--- config.mk ---
export PLATFORM = sky130hd
export DESIGN_NAME = pipe_ctrl
export DESIGN_NICKNAME = d
export VERILOG_FILES = /design/src/rtl/pipe_ctrl.sv
export SDC_FILE = /design/constraint.sdc
export NUM_CORES = 1
export LEC_CHECK = 0
export ABC_AREA = 1
export CAP_MARGIN = 20
export CORE_MARGIN = 5
export CORE_UTILIZATION = 42
export CTS_BUF_LIST = sky130_fd_sc_hd__clkbuf_16
export CTS_CLUSTER_SIZE = 12
export DETAILED_ROUTE_END_ITERATION = 16
export PLACE_DENSITY = 0.95
export SLEW_MARGIN = 20
export SYNTH_ARGS = -nofsm -noshare
export SYNTH_HDL_FRONTEND = slang
export SYNTH_SLANG_ARGS = --single-unit
--- constraint.sdc ---
create_clock -name clk -period 2.1 [get_ports clk]
set_input_delay 0.315 -clock clk [delete_from_list [all_inputs] [get_ports clk]]
set_output_delay 0.315 -clock clk [all_outputs]
set_load 0.05 [all_outputs]
--- src/rtl/pipe_ctrl.sv ---
// pipe_ctrl: pipeline hazard/exception controller.
// Generates thermometer stall vectors from per-stage stall requests, and
// sequences a multi-cycle flush with a redirect PC when an exception arrives
// from the memory stage. An optional stall watchdog is compiled in when the
// macro PIPE_CTRL_WDOG_EN is defined; without it wdog_o is tied low.
module pipe_ctrl #(
  parameter int          STAGES    = 6,
  parameter int          FLUSH_CYC = 1,
  parameter logic [31:0] EBASE     = 32'h00000040,
  parameter logic [31:0] IVEC      = 32'h00000020,
  parameter int          WDOG_LIM  = 1024
) (
  input  logic              clk,
  input  logic              rst,
  input  logic [STAGES-1:0] stallreq_i,
  input  logic [31:0]       excepttype_i,
  input  logic [31:0]       cp0_epc_i,
  output logic [STAGES-1:0] stall,
  output logic              flush,
  output logic [31:0]       new_pc,
  output logic              wdog_o
);

  typedef enum logic {IDLE, FLUSH} state_t;

  localparam logic [3:0] FLUSH_LD = 4'(FLUSH_CYC);

  state_t            state_q, state_d;
  logic [3:0]        cnt_q, cnt_d;
  logic [31:0]       pc_q, pc_d;
  logic [STAGES-1:0] therm;
  logic [31:0]       code;

  // Redirect target for a nonzero exception code; eret returns to EPC.
  function automatic logic [31:0] vector_sel(input logic [31:0] c,
                                             input logic [31:0] epc);
    if (c == 32'h1)      return IVEC;
    else if (c == 32'he) return epc;
    else                 return EBASE;
  endfunction

  // Thermometer: a request at stage k holds every stage at or below k.
  always_comb begin
    logic acc;
    acc   = 1'b0;
    therm = '0;
    for (int k = STAGES - 1; k >= 0; k--) begin
      acc      = acc | stallreq_i[k];
      therm[k] = acc;
    end
  end

`ifdef PIPE_CTRL_WDOG_EN
  localparam logic [15:0] WLIM = 16'(WDOG_LIM);

  logic [15:0] wcnt_q;
  logic        wdog_hit;

  assign wdog_hit = (wcnt_q == WLIM);
  // A real exception wins over the watchdog; a timeout acts as code 0xf.
  assign code     = (excepttype_i != 32'h0) ? excepttype_i :
                    (wdog_hit ? 32'hf : 32'h0);
  assign wdog_o   = rst && (state_q == IDLE) && wdog_hit;

  // Count consecutive stalled IDLE cycles; any unstalled cycle or flush clears it.
  always_ff @(posedge clk) begin
    if (!rst)
      wcnt_q <= '0;
    else if ((state_q == IDLE) && (stall != '0))
      wcnt_q <= wcnt_q + 16'd1;
    else
      wcnt_q <= '0;
  end
`else
  assign code   = excepttype_i;
  assign wdog_o = 1'b0;
`endif

  // State, flush counter and redirect PC registers.
  always_ff @(posedge clk) begin
    if (!rst) begin
      state_q <= IDLE;
      cnt_q   <= '0;
      pc_q    <= '0;
    end else begin
      state_q <= state_d;
      cnt_q   <= cnt_d;
      pc_q    <= pc_d;
    end
  end

  // Next-state and outputs; reset low masks stall and flush immediately.
  always_comb begin
    state_d = state_q;
    cnt_d   = cnt_q;
    pc_d    = pc_q;
    stall   = '0;
    flush   = 1'b0;
    case (state_q)
      IDLE: begin
        if (code != 32'h0) begin
          state_d = FLUSH;
          cnt_d   = FLUSH_LD;
          pc_d    = vector_sel(code, cp0_epc_i);
        end else begin
          stall = therm;
        end
      end
      FLUSH: begin
        flush = 1'b1;
        if (cnt_q <= 4'd1) begin
          state_d = IDLE;
          cnt_d   = '0;
          pc_d    = '0;
        end else begin
          cnt_d = cnt_q - 4'd1;
        end
      end
      default: begin
        state_d = IDLE;
        cnt_d   = '0;
        pc_d    = '0;
      end
    endcase
    if (!rst) begin
      stall = '0;
      flush = 1'b0;
    end
  end

  assign new_pc = pc_q;

endmodule

==> results of run 1 <==
logic make-up after synthesis:
logic type | count (synthesis) | share of synthesized area, %
and+or+nand+nor | 139 | 34.75
adders and majority gates | 2 | 1.247
other | 1 | 0.1870
xor gates and xnor gates | 1 | 0.4368
AOI/OAI and AO/OA | 41 | 15.91
buffers and inverters | 31 | 10.54
DFF | 37 | 36.93
cell usage in the layout, fill, tap and decap left out, types with 5 or more instances in the layout:
cell and n:
sky130_fd_sc_hd__nor2_2 7, sky130_fd_sc_hd__buf_12 10, sky130_fd_sc_hd__a21oi_2 31, sky130_fd_sc_hd__inv_1 15, sky130_fd_sc_hd__clkdlybuf4s50_1 71, sky130_fd_sc_hd__nand2_2 36, sky130_fd_sc_hd__nor2_1 25, sky130_fd_sc_hd__nand3_1 33
sky130_fd_sc_hd__clkbuf_16 5, sky130_fd_sc_hd__buf_4 30, sky130_fd_sc_hd__o21ai_0 5, sky130_fd_sc_hd__dfxtp_1 37, sky130_fd_sc_hd__dlygate4sd2_1 16, sky130_fd_sc_hd__dlymetal6s2s_1 16, sky130_fd_sc_hd__nand2_1 28
power breakdown:
| group | internal [W] | leakage [nW] | switching [W] |
|---|---|---|---|
| Sequential | 0.000717 | 0.299 | 0.0000146 |
| Combinational | 0.000213 | 1.15 | 0.000223 |
| Clock | 0.000428 | 0.0633 | 0.000257 |
| Total | 0.00136 | 1.52 | 0.000495 |
Yosys cell counts, types with 2 or more instances:
master                            n  area, um^2
sky130_fd_sc_hd__dfxtp_1         37       740.7
sky130_fd_sc_hd__nand3_1         34       170.2
sky130_fd_sc_hd__nand2_2         33       206.5
sky130_fd_sc_hd__nand2_1         31       116.4
sky130_fd_sc_hd__nor2_1          31       116.4
sky130_fd_sc_hd__a21oi_2         30       262.8
sky130_fd_sc_hd__inv_1           17       63.81
sky130_fd_sc_hd__o21ai_0          5       25.02
sky130_fd_sc_hd__a21oi_1          4       20.02
sky130_fd_sc_hd__buf_12           3       60.06
sky130_fd_sc_hd__buf_2            3       15.01
sky130_fd_sc_hd__buf_4            3       22.52
sky130_fd_sc_hd__nor2_2           3       18.77
sky130_fd_sc_hd__dlymetal6s2s_1   2       25.02
sky130_fd_sc_hd__ha_1             2       25.02
state kept, by name (all words and copies together), names as in the netlist:
register and cells:
cnt_q 4, state_q 1, new_pc 32
layer usage:
| layer | wire length, um | part of all wire [%] | vias up | track usage (%) |
|---|---|---|---|---|
| met5 | 0 | 0 | - | 0 |
| met2 | 3591 | 54 | 75 | 39.14 |
| li1 | - | - | 1088 | - |
| met4 | 95 | 1.4 | 0 | 4.639 |
| met1 | 2532 | 38 | 1003 | 21.60 |
| met3 | 428 | 6.4 | 10 | 5.442 |
what timing repair did:
action	4_1_cts	5_1_grt
pin swaps	17	19
setup buffers	20	2
resized for setup	31	21
setup endpoints to repair	6	12
metrics by stage:
stage                     hold WS (ns)  util (%)   power, W  instance area (um^2)  TNS (ns)
after floorplan                 0.4354         -  0.0009816                  2006         0
after global placement          0.4498     68.80   0.001146                  3228   -0.3663
after detailed placement        0.4525     68.80   0.001156                  3228   -0.7704
after CTS                       0.4625     75.60   0.001863                  3547         0
after global routing            0.4806     77.07   0.001941                  3616   -0.1301
final                           0.4608     77.07   0.001852                  3616         0
worst min-delay path by stage:
stage	endpoint	slack [ns]	start	depth (start not counted)
floorplan	new_pc[6]	0.44	rst	2
global placement	new_pc[26]	0.45	new_pc[26]	2
CTS	new_pc[27]	0.46	new_pc[27]	2
finish	new_pc[1]	0.46	new_pc[1]	2
detailed placement	new_pc[27]	0.45	new_pc[27]	2
global route	new_pc[27]	0.48	new_pc[27]	2
cell type report:
cell class | instances | area [um^2]
Timing Repair Buffer | 144 | 1488
Multi-Input combinational cell | 184 | 1114
Tap cell | 54 | 67.56
Sequential cell | 37 | 740.7
Clock inverter | 2 | 11.26
Inverter | 18 | 70.07
Fill cell | 332 | 1076
Clock buffer | 5 | 125.1
worst max-delay path, cell delays in order:
cell and delay, ns:
sky130_fd_sc_hd__dlygate4sd2_1 0.26, sky130_fd_sc_hd__nor2_2 0.13, sky130_fd_sc_hd__nand2_1 0.09, sky130_fd_sc_hd__nor2_2 0.15, sky130_fd_sc_hd__nand2_2 0.09, sky130_fd_sc_hd__nor2_4 0.13, sky130_fd_sc_hd__nand3_4 0.12, sky130_fd_sc_hd__inv_4 0.12
sky130_fd_sc_hd__o21ai_4 0.08, sky130_fd_sc_hd__nand2_2 0.09, sky130_fd_sc_hd__buf_12 0.13
==> run summary, run 1 <==
• 252 — synthesized netlist cell count
• 36.93% — sequential cell area fraction in the yosys report
• 2006 um^2 — cell area after synthesis
• 0 — antenna violations before repair
• 0 — hold-fix buffers at CTS
• 34.10% — share of cells above drive strength 1
• new_pc[6] — terminus of the critical flop-to-flop path
• 2,169 — number of global-route vias before repair
• 0 — antenna viol nets, final
• 464 — # nets final
• 0% — fraction of registers with async set/reset
• -0.1787 ns — pre-CTS setup slack
• 4600 um — placed wire-length estimate
• 0 — DRC
• built — clock tree from TritonCTS
• 4 — Pre-Repair DR Iteration Count
• cnt_q[0] — Critical R2R Launch
• 0 — number of maximum-capacitance violations
• reg2reg — type of the tightest min-delay check
• excepttype_i[3] — beginning of the critical path
• 0 — final max-slew violation count
• 0.27 ns — latest clock arrival within the worst-skew pair
• 133 — number of DRC markers after the initial detailed-route iteration
• 512.3 nW/um^2 — power density normalized to cell area
• 6648 um — wirelength, routed
• 0.3382 mV — peak supply drop
• 79.11 um — horizontal extent of the die
• 2 — maximum clock insertion buffer count
• 37 — Num Clock Sinks
• 4.901 — via count normalized by instance count
• 80.29% — Area Overhead vs Synth
• 25 — pin count of the biggest net entering global routing
• 96.91% — final critical-path share of the clock period
• 0 — EDFF count, synth
• 37 — post-synthesis sequential element count
• 0 — antenna cells
• stall[1] — termination of the worst setup path
• 0 — number of warning messages in the yosys log
• 4692 um^2 — core footprint
• 1.72 ns — Crit path arrival time
• 0.5240 ns — slew at the pin closest to its max-slew limit
• 1.517 nW — Lkg Pwr
• 11 — R2R cell count
• 112 — ports placed on the boundary
• 2,176 — vias after detailed routing
• 2.035 ns — shortest clock period the worst path allows after layout
• 0.40 ns — Register-to-Register Setup Slack
• 326 — Syn Nets
• 491.4 MHz — achievable frequency
• 20.25% — Global Route Usage Sum
• 0 — Final Hold Fails
• 64.96% — worst rel slew slack
• 14.97 um — routed wirelength normalized by instance count
• 0.004639 ns — worst setup skew after layout
• 6258 um^2 — Die Footprint
• 25 — number of core rows
• 10,080 um — wire length of the first global-routing pass
• 0.7283 — final RePlAce weighted congestion
• 2 — H-tree depth
• 0 — final count of negative-setup-slack endpoints
• 0 — overflow left after global routing
• 0.06493 ns — worst setup slack after layout
• in2out — type of the worst setup path
• 444 — non-filler instance count after layout
• sky130_fd_sc_hd__clkbuf_16 — CTS root buf
• 7.959 um^2 — Avg Cell Area, Syn
• sky130_fd_sc_hd__dfxtp_1 — most common flop cell mapped by yosys
• 4 — top fanout value on the critical path
• 5 — CTS Buf Count
• 1.78 ns — required time of the critical path
• primary input — crit start category
• primary output — endpoint class of the critical path
• 42.75% — initial standard-cell utilization of the core
• 415 — Cells after DPL
• 79.11 um — die boundary height
• finished, final reports clean — run status
• 0.06 ns — clock slew seen by the registers of the worst setup and hold paths
• 29 — number of distinct library cells after synthesis
• 110 — count of input and output buffers
(Power assumes the default switching activity.)
==> run 2: changes to the inputs <==
Settings changed: CTS_CLUSTER_DIAMETER from default to 120, CTS_CLUSTER_SIZE 12 to default.
==> results of run 2 <==
Final layout, timing and power as in run 1 (identical DEF).
==> run 3: changes to the inputs <==
Settings changed: CORE_UTILIZATION 42 to 34, PLACE_DENSITY 0.95 to 0.82.
==> run 3 against run 2 <==
  * The flow now finishes with violations (setup timing)
  * Routed wire length is 6.9% higher
  * Combinational power is 1% higher
  * Core utilization is 12 points lower
  * Largest power group unchanged
  * Critical path type is now in2reg
==> run summary, run 3 (synthesis gave the netlist of run 1 again) <==
• 2,198 — number of global-route vias before repair
• 67 — number of DRC markers after the initial detailed-route iteration
• reg2reg — type of the tightest min-delay check
• 2.139 ns — shortest clock period the worst path allows after layout
• 0 — number of maximum-capacitance violations
• 30.30% — grt met2 use
• dlygate4sd2_1 > nor2_2 > buf_4 > buf_4 > buf_4 > buf_4 > buf_4 > buf_4 > buf_4 > nand4_1 > nor3_4 > buf_6 > buf_6 > nand3_1 > a21oi_2 — worst-path cell chain
• 4 — Pre-Repair DR Iteration Count
• 0 — Final Hold Fails
• 0.4661 ns — worst hold slack after final layout
• sky130_fd_sc_hd__clkdlybuf4s50_1 (73), sky130_fd_sc_hd__buf_4 (43), sky130_fd_sc_hd__dfxtp_1 (37), sky130_fd_sc_hd__nand2_2 (35), sky130_fd_sc_hd__nand3_1 (32) — most frequent cells in the layout
• 0.7770 — final RePlAce weighted congestion
• 5 — CTS Buf Count
• 86.81 um — horizontal extent of the die
• 2.31 ns — required time of the critical path
• 112 — ports placed on the boundary
• in2reg — type of the worst setup path
• sky130_fd_sc_hd__buf_4 — library cell appearing most often on the critical path
• 0.25 ns — slowest cell delay on critical path
• 0.005144 ns — worst setup skew after layout
• 2.35 ns — Crit path arrival time
• complete, but fails checks — run status
• 479 — # nets final
• sky130_fd_sc_hd__dlygate4sd2_1 — slowest stage cell on the critical path
• 64.80% — utilization after layout
• 496.0 nW/um^2 — power density normalized to cell area
• 740.7 um^2 — storage element area
• 16.40% — Global Route Usage Sum
• 1111 um^2 — total area of multi-input combinational cells
• sky130_fd_sc_hd__clkdlybuf4s50_1 — most common cell after layout, fill and taps aside
• 0 — antenna cells
• 0 — antenna violations before repair
• excepttype_i[13] — beginning of the critical path
• 0 — overflow left after global routing
• 467.5 MHz — achievable frequency
• built — clock tree from TritonCTS
• 0.27 ns — latest clock arrival within the worst-skew pair
• 5.038% — met3 Use GR
• 10 — Crit path buffers/inverters
• 8 — top fanout value on the critical path
• 14.78 um — routed wirelength normalized by instance count
• 36.70% — share of cells above drive strength 1
• yes — RSZ-0062 raised after global routing
• 1.644 nW — Lkg Pwr
• 0 — DRC
• met2 — most used routing layer
• 0.05 ns — clock slew seen by the registers of the worst setup and hold paths
• primary input — crit start category
• 0.3340 mV — peak supply drop
• 37 — Num Clock Sinks
• new_pc[13] — source of the worst hold timing path
• 35 — pin count of the biggest net entering global routing
• 3252 um^2 — cell area after placement
• 64.37% — worst rel slew slack
• 4394 um — placed wire-length estimate
• 477 — Filler cells
• 2 — maximum clock insertion buffer count
• 0 — hold-fix buffers at CTS
• 4.767 — via count normalized by instance count
• 18.23% — global routing usage on met1
• 439 — Cells after DPL
• -0.03917 ns — worst setup slack after layout
• -0.5673 ns — TNS Setup
• flop — endpoint class of the critical path
• 87.90% — Area Overhead vs Synth
• 5816 um^2 — core footprint
• 2 — H-tree depth
• 28 — number of core rows
• cnt_q[0] — Critical R2R Launch
• sky130_fd_sc_hd__clkbuf_16 — CTS root buf
• 0 — antenna viol nets, final
• 7108 um — wirelength, routed
• 28 — final count of negative-setup-slack endpoints
• 32 — flip-flop count of the largest register after layout
• 0.5328 ns — slew at the pin closest to its max-slew limit
• 101.9% — final critical-path share of the clock period
• 110 — count of input and output buffers
• 86.81 um — die boundary height
• 2,293 — vias after detailed routing
• buffers and inverters — Crit path max-delay family
• 3769 um^2 — final instance area
• setup timing — violations in the final reports
• 481 — non-filler instance count after layout
• 7535 um^2 — Die Footprint
• 34.49% — initial standard-cell utilization of the core
• 0 — final max-slew violation count
• 10,010 um — wire length of the first global-routing pass
[run 3: changes by cell type in the layout (fill, tap and decap cells not counted), moves of 2 or more]
cell	before	now
sky130_fd_sc_hd__buf_12	10	8
sky130_fd_sc_hd__buf_4	30	43
sky130_fd_sc_hd__buf_6	1	5
sky130_fd_sc_hd__clkdlybuf4s50_1	71	73
sky130_fd_sc_hd__clkinv_2	0	2
sky130_fd_sc_hd__dlygate4sd2_1	16	9
sky130_fd_sc_hd__dlymetal6s2s_1	16	21
sky130_fd_sc_hd__nor2_4	3	1
[run 3: cell type report]
type                            count  share of cell area [%]
Timing Repair Buffer              159                   42.76
Sequential cell                    37                   19.65
Inverter                           18                   1.926
Tap cell                           75                   2.490
Multi-Input combinational cell    184                   29.48
Clock buffer                        5                   3.320
Clock inverter                      3                  0.3652
[run 3: worst paths after layout]
kind                endpoint  slack (ns)  depth (start not counted)
hold reg to reg   new_pc[13]        0.47                          2
hold / removal    new_pc[13]        0.47                          2
setup reg to reg  new_pc[11]        0.25                         10
setup / recovery  new_pc[23]       -0.04                         15
[run 3: what timing repair did]
action	in CTS	in global routing
pin swaps	15	49
resized for setup	21	38
setup buffers	24	7
setup endpoints to repair	6	38
gates cloned	0	3
[run 3: power by group]
| part | internal [W] | total, W | leakage, nW | switching, W |
|---|---|---|---|---|
| combinational | 0.000212 | 0.000441 | 1.27 | 0.000229 |
| clock | 0.000430 | 0.000696 | 0.0748 | 0.000266 |
| sequential | 0.000717 | 0.000732 | 0.299 | 0.0000151 |
| total | 0.00136 | 0.00187 | 1.64 | 0.000510 |
[run 3: worst reg2reg max path, stage by stage, from the launching register on]
cell	delay, ns
sky130_fd_sc_hd__dfxtp_1	0.39
sky130_fd_sc_hd__inv_1	0.10
sky130_fd_sc_hd__ha_1	0.24
sky130_fd_sc_hd__o21ai_0	0.19
sky130_fd_sc_hd__inv_1	0.10
sky130_fd_sc_hd__nor2_1	0.14
sky130_fd_sc_hd__inv_1	0.09
sky130_fd_sc_hd__nand2_4	0.08
sky130_fd_sc_hd__buf_4	0.24
sky130_fd_sc_hd__nand2_2	0.08
sky130_fd_sc_hd__a21oi_2	0.13
[run 3: per-stage QoR]
step / total power, W / setup slack [ns]
after global placement: 0.001147 / -0.08046
after CTS: 0.001871 / 0.006659
after floorplan: 0.0009816 / 0.09757
final: 0.001869 / -0.03917
after global routing: 0.001954 / -0.1290
after detailed placement: 0.001151 / -0.1726
[run 3: routing by layer]
| metal | share of wire [%] | up-vias | wire, um |
|---|---|---|---|
| li1 | - | 1118 | - |
| met1 | 37 | 1053 | 2651 |
| met2 | 53 | 106 | 3797 |
| met3 | 7.2 | 16 | 514 |
| met4 | 2.1 | 0 | 146 |
| met5 | 0 | - | 0 |
